--- config.mk ---
export PLATFORM = sky130hd
export DESIGN_NAME = mult_acc_stage
export DESIGN_NICKNAME = d
export VERILOG_FILES = /design/src/rtl/mult_acc_stage.sv
export SDC_FILE = /design/constraint.sdc
export NUM_CORES = 1
export LEC_CHECK = 0
export BUFFER_PORTS_ARGS = -buffer_cell sky130_fd_sc_hd__buf_2
export CAP_MARGIN = 0
export CORE_MARGIN = 3
export CORE_UTILIZATION = 25
export CTS_BUF_LIST = sky130_fd_sc_hd__clkbuf_8
export DETAILED_ROUTE_END_ITERATION = 8
export PLACE_DENSITY = 0.39
export SLEW_MARGIN = 20
export SYNTH_ARGS = -nofsm -noshare
export SYNTH_HDL_FRONTEND = slang
export SYNTH_SLANG_ARGS = --single-unit
export TNS_END_PERCENT = 100
--- constraint.sdc ---
create_clock -name clk -period 7.62 [get_ports clk]
set_input_delay 1.143 -clock clk [delete_from_list [all_inputs] [get_ports clk]]
set_output_delay 1.143 -clock clk [all_outputs]
set_load 0.03 [all_outputs]
--- src/rtl/mult_acc_stage.sv ---
// Dot-product accumulation stage behind mult_top: tracks the fixed 2-cycle multiplier latency,
// buffers products in a credit-guarded FIFO and sums VEC_LEN of them per saturating result.
module mult_acc_stage #(
  parameter int P_W        = 32,
  parameter int VEC_LEN    = 8,
  parameter int ACC_W      = 40,
  parameter int FIFO_DEPTH = 4
) (
  input  logic             clk,
  input  logic             rst,
  input  logic             op_valid,
  output logic             op_ready,
  input  logic             clr,
  input  logic [P_W-1:0]   p_in,
  output logic [ACC_W-1:0] acc_out,
  output logic             acc_sat,
  output logic             acc_valid,
  input  logic             acc_ready
);

  localparam int PTR_W = (FIFO_DEPTH > 1) ? $clog2(FIFO_DEPTH) : 1;
  localparam int OCC_W = $clog2(FIFO_DEPTH + 1);
  localparam int CNT_W = (VEC_LEN > 1) ? $clog2(VEC_LEN) : 1;

  localparam logic [PTR_W-1:0] PTR_LAST  = PTR_W'(FIFO_DEPTH - 1);
  localparam logic [CNT_W-1:0] CNT_LAST  = CNT_W'(VEC_LEN - 1);
  localparam logic [OCC_W:0]   CREDIT_MAX = (OCC_W + 1)'(FIFO_DEPTH);

  typedef enum logic [0:0] {
    ST_ACC  = 1'b0,
    ST_DONE = 1'b1
  } state_t;

  // Returns {overflow, value}; on carry-out the value is clamped to all-ones.
  function automatic logic [ACC_W:0] sat_add(input logic [ACC_W-1:0] a, input logic [P_W-1:0] b);
    logic [ACC_W:0] sum;
    sum = (ACC_W + 1)'(a) + (ACC_W + 1)'(b);
    if (sum[ACC_W]) begin
      return {1'b1, {ACC_W{1'b1}}};
    end else begin
      return sum;
    end
  endfunction

  function automatic logic [PTR_W-1:0] ptr_inc(input logic [PTR_W-1:0] p);
    if (p == PTR_LAST) begin
      return {PTR_W{1'b0}};
    end else begin
      return p + PTR_W'(1);
    end
  endfunction

  state_t             state_r;
  logic [ACC_W-1:0]   acc_r;
  logic [CNT_W-1:0]   cnt_r;
  logic               sticky_r;
  logic               v1_r;
  logic               v2_r;
  logic [P_W-1:0]     mem_r [FIFO_DEPTH];
  logic [PTR_W-1:0]   wr_ptr_r;
  logic [PTR_W-1:0]   rd_ptr_r;
  logic [OCC_W-1:0]   occ_r;

  logic               push_s;
  logic               pop_s;
  logic               last_s;
  logic [P_W-1:0]     head_s;
  logic [ACC_W:0]     add_s;
  logic [OCC_W:0]     inflight_s;
  logic               op_ready_s;

  // Datapath decode: FIFO head, saturating sum and credit check, all from registered state.
  always_comb begin
    head_s     = mem_r[rd_ptr_r];
    push_s     = v2_r;
    pop_s      = (state_r == ST_ACC) && (occ_r != {OCC_W{1'b0}});
    last_s     = (cnt_r == CNT_LAST);
    add_s      = sat_add(acc_r, head_s);
    inflight_s = (OCC_W + 1)'(occ_r) + (OCC_W + 1)'(v1_r) + (OCC_W + 1)'(v2_r);
    op_ready_s = (inflight_s < CREDIT_MAX);
  end

  assign op_ready = op_ready_s;

  // Latency tag: mirrors the two register stages inside mult_top.
  always_ff @(posedge clk or posedge rst) begin
    if (rst) begin
      v1_r <= 1'b0;
      v2_r <= 1'b0;
    end else if (clr) begin
      v1_r <= 1'b0;
      v2_r <= 1'b0;
    end else begin
      v1_r <= op_valid & op_ready_s;
      v2_r <= v1_r;
    end
  end

  // Product storage; p_in is only captured when its tag arrives.
  always_ff @(posedge clk) begin
    if (push_s && !clr) begin
      mem_r[wr_ptr_r] <= p_in;
    end
  end

  // FIFO pointers and occupancy; simultaneous push and pop leave occupancy unchanged.
  always_ff @(posedge clk or posedge rst) begin
    if (rst) begin
      wr_ptr_r <= {PTR_W{1'b0}};
      rd_ptr_r <= {PTR_W{1'b0}};
      occ_r    <= {OCC_W{1'b0}};
    end else if (clr) begin
      wr_ptr_r <= {PTR_W{1'b0}};
      rd_ptr_r <= {PTR_W{1'b0}};
      occ_r    <= {OCC_W{1'b0}};
    end else begin
      if (push_s) begin
        wr_ptr_r <= ptr_inc(wr_ptr_r);
      end
      if (pop_s) begin
        rd_ptr_r <= ptr_inc(rd_ptr_r);
      end
      case ({push_s, pop_s})
        2'b10:   occ_r <= occ_r + OCC_W'(1);
        2'b01:   occ_r <= occ_r - OCC_W'(1);
        default: occ_r <= occ_r;
      endcase
    end
  end

  // Accumulate/offer FSM with registered result outputs.
  always_ff @(posedge clk or posedge rst) begin
    if (rst) begin
      state_r   <= ST_ACC;
      acc_r     <= {ACC_W{1'b0}};
      cnt_r     <= {CNT_W{1'b0}};
      sticky_r  <= 1'b0;
      acc_out   <= {ACC_W{1'b0}};
      acc_sat   <= 1'b0;
      acc_valid <= 1'b0;
    end else if (clr) begin
      state_r   <= ST_ACC;
      acc_r     <= {ACC_W{1'b0}};
      cnt_r     <= {CNT_W{1'b0}};
      sticky_r  <= 1'b0;
      acc_valid <= 1'b0;
    end else begin
      case (state_r)
        ST_ACC: begin
          if (pop_s) begin
            if (last_s) begin
              acc_out   <= add_s[ACC_W-1:0];
              acc_sat   <= sticky_r | add_s[ACC_W];
              acc_valid <= 1'b1;
              acc_r     <= {ACC_W{1'b0}};
              cnt_r     <= {CNT_W{1'b0}};
              sticky_r  <= sticky_r | add_s[ACC_W];
              state_r   <= ST_DONE;
            end else begin
              acc_r    <= add_s[ACC_W-1:0];
              cnt_r    <= cnt_r + CNT_W'(1);
              sticky_r <= sticky_r | add_s[ACC_W];
            end
          end
        end
        ST_DONE: begin
          if (acc_ready) begin
            acc_valid <= 1'b0;
            sticky_r  <= 1'b0;
            state_r   <= ST_ACC;
          end
        end
        default: begin
          acc_valid <= 1'b0;
          state_r   <= ST_ACC;
        end
      endcase
    end
  end

endmodule

==> flow_metrics.py <==
metrics = {
    "synthesis": {
        "synthFlopType": "edfxtp_1",
        "synth-seq-cells": 224,
        "yosysSeqAreaShare_pct": 59.2,
        "yosysUniqueCellTypes": 62,
        "ys_warn_count": 0,
        "syn_nets": 929,
        "synthCells": 850,
        "synth-async-reset-ratio_pct": 42.9,
        "synth_edf_count": 128,
        "syn_area_per_cell_um2": 12.4,
        "syn_area_um2": 10500,
    },
    "die": {
        "die_w_um": 211,
        "die_y_um": 211,
        "start_util_pct": 25.6,
        "core_um2": 41200,
        "pin_count": 80,
        "fp-row-count": 74,
        "dieArea_um2": 44700,
    },
    "timing": {
        "slew_headroom_pct": 34.0,
        "tightest_slew_ns": 0.990,
        "drv_slew": 0,
        "setup_viol": 0,
        "hold_viol": 0,
        "fin_skew_ns": 0.0237,
        "fmax_ghz": 0.209,
        "fin_tns_setup_ns": 0,
        "fin_crit_sh_pct": 62.8,
        "rsz0062_at_grt": "no",
        "min_period_ns": 4.79,
        "setup_ws_ns": 2.83,
    },
    "setup_path": {
        "cp.arrival_ns": 5.25,
        "crit_required_ns": 8.09,
        "path_cells": "buf_4, mux4_2, ha_1, nand2_1, o21ai_0, a22o_1, a41o_2, o21ai_4, or2_1, and4_4, nor3_2",
        "path_max_fanout": 18,
        "cp-end-kind": "flop",
        "path_class": "flop to flop",
        "max_stage_delay_ns": 0.87,
        "startpoint_type": "flop",
        "critPathSlowestCell": "dfrtp_2",
    },
    "cells_and_area": {
        "final_cell_mix": "edfxtp_1, dfrtp_1, nand2_1",
        "regArea_um2": 6250,
        "mostFrequentLayoutCell": "edfxtp_1",
        "syn_to_final_growth_pct": 17.0,
        "drive_gt1_share_pct": 20.1,
        "multiInputGateArea_um2": 4090,
        "finalNetCount": 1018,
        "fillers": 4204,
        "final_area_um2": 12300,
    },
    "clocking": {
        "cts-root-buf": "clkbuf_8",
        "clock_path_buffers": 3,
        "post_cts_buffers": 0,
        "postCtsHoldBufs": 0,
        "clk_pin_slew_worst_paths_ns": 0.05,
        "cts_inserted_buffers": 43,
        "htree_levels": 2,
        "clock-sinks": 224,
        "clk-insertion-delay-late_ns": 0.59,
        "cts_resized": 0,
        "cts_tree": "built",
    },
    "pwr": {
        "ir_drop_mv": 0.118,
        "power.density_nw_per_um2": 354,
        "p_leak_nw": 5.05,
    },
    "drt": {
        "avgRoutedWirePerCell_um": 19.1,
        "routed_via_density": 4.66,
        "antenna_left": 0,
        "first_pass_iters": 5,
        "wl_um": 28800,
        "drc_errors": 0,
        "vias": 7021,
        "drt-initial-drc-count": 411,
    },
    "outcome": {
        "status": "complete, no violations",
    },
    "global_route": {
        "grt_overflow": 0,
        "grt_max_degree": 66,
        "grtUsageTotal_pct": 13.1,
        "grt_pass1_wl_um": 44300,
        "grt_pass1_vias": 7322,
        "antenna_found_initial": 1,
    },
    "placed_design": {
        "place_area_um2": 11500,
        "dp_hpwl_um": 19000,
        "io_buffers": 79,
        "dp_slack_ns": 2.79,
        "gp_congestion": 0.798,
    },
    "min_path": {
        "hp-class": "flop to flop",
    },
    "run": {
        "drv_cap": 0,
    },
}
[cell usage after synthesis (all sizes together) (13+ instances only)]
library cell	n	area (µm²)
nor2	78	293
a21o	21	158
dfrtp	96	2400
edfxtp	128	3840
a31oi	16	106
a21oi	50	262
clkbuf	31	118
xnor2	19	166
mux4	32	721
nor3	18	100
nand2	95	357
ha	40	500
xor2	17	149
buf	13	71.3
o21ai	73	377
[kinds of logic (layout without fill, tap and decap cells)]
| logic type | Yosys count | in the layout | synth area share, % |
|---|---|---|---|
| simple gates | 250 | 250 | 10.8 |
| fa+ha+maj | 42 | 42 | 5.13 |
| other cells | 0 | 1 | 0 |
| mux | 37 | 37 | 7.31 |
| xor+xnor | 36 | 36 | 2.99 |
| flops | 224 | 224 | 59.2 |
| compound gates | 207 | 207 | 12.4 |
| buf+inv | 54 | 178 | 2.15 |
[critical path, delay by kind of cell, from the launching register on]
family,cells,cell delay [ns]
DFF,1,0.87
AOI/OAI and AO/OA,4,1.11
adders and majority gates,1,0.37
muxes,1,0.58
buffers and inverters,1,0.49
and+or+nand+nor,4,1.20
[metal layers]
layer / GRT usage (%) / wire length (µm)
met1: 17.9 / 13700
met2: 21.0 / 13300
met3: 2.64 / 1230
met4: 4.25 / 590
met5: 0 / 0
[worst paths after layout]
kind,startpoint,to,slack [ns],cells after the start
setup / recovery,rd_ptr_r[0],acc_out[39],2.83,11
setup reg to reg,rd_ptr_r[0],acc_out[39],2.83,11
min in group asynchronous,rst,v1_r,0.59,2
hold reg to reg,acc_out[36],acc_out[36],0.48,2
hold / removal,acc_out[36],acc_out[36],0.48,2
max in group asynchronous,rst,rd_ptr_r[0],5.69,3
[final cells by class]
cell class	instances	area share (%)
well taps	532	5.40
multi-input cells	572	33.2
flip-flops and latches	224	50.7
repair buffers	88	3.75
clock buffers	45	5.02
clock inverters	35	1.63
inverters	10	0.325
diodes	1	0.0203
[per-stage QoR]
step | power [mW] | hold WS, ns | util [%] | cells
after global routing | 4.69 | 0.511 | 29.9 | 1506
after global placement | 3.28 | 0.456 | 27.9 | 1426
final | 4.37 | 0.475 | 29.9 | 1507
after floorplan | 2.77 | 0.456 | - | 850
after CTS | 4.45 | 0.483 | 29.9 | 1506
after detailed placement | 3.27 | 0.469 | 27.9 | 1426
[flip-flops by register name, summed over array words and instances, names as in the netlist]
register,count
sticky_r,1
v1_r,1
occ_r,3
acc_sat,1
acc_r,40
cnt_r,3
rd_ptr_r,2
acc_out,40
wr_ptr_r,2
mem_r,128
acc_valid,1
state_r,1
push_s,1
[where the power goes]
part	internal [mW]	switching (mW)
Combinational	0.676	1.08
Sequential	1.38	0.0949
Clock	0.615	0.524
Power figures use the tool's default switching activity.
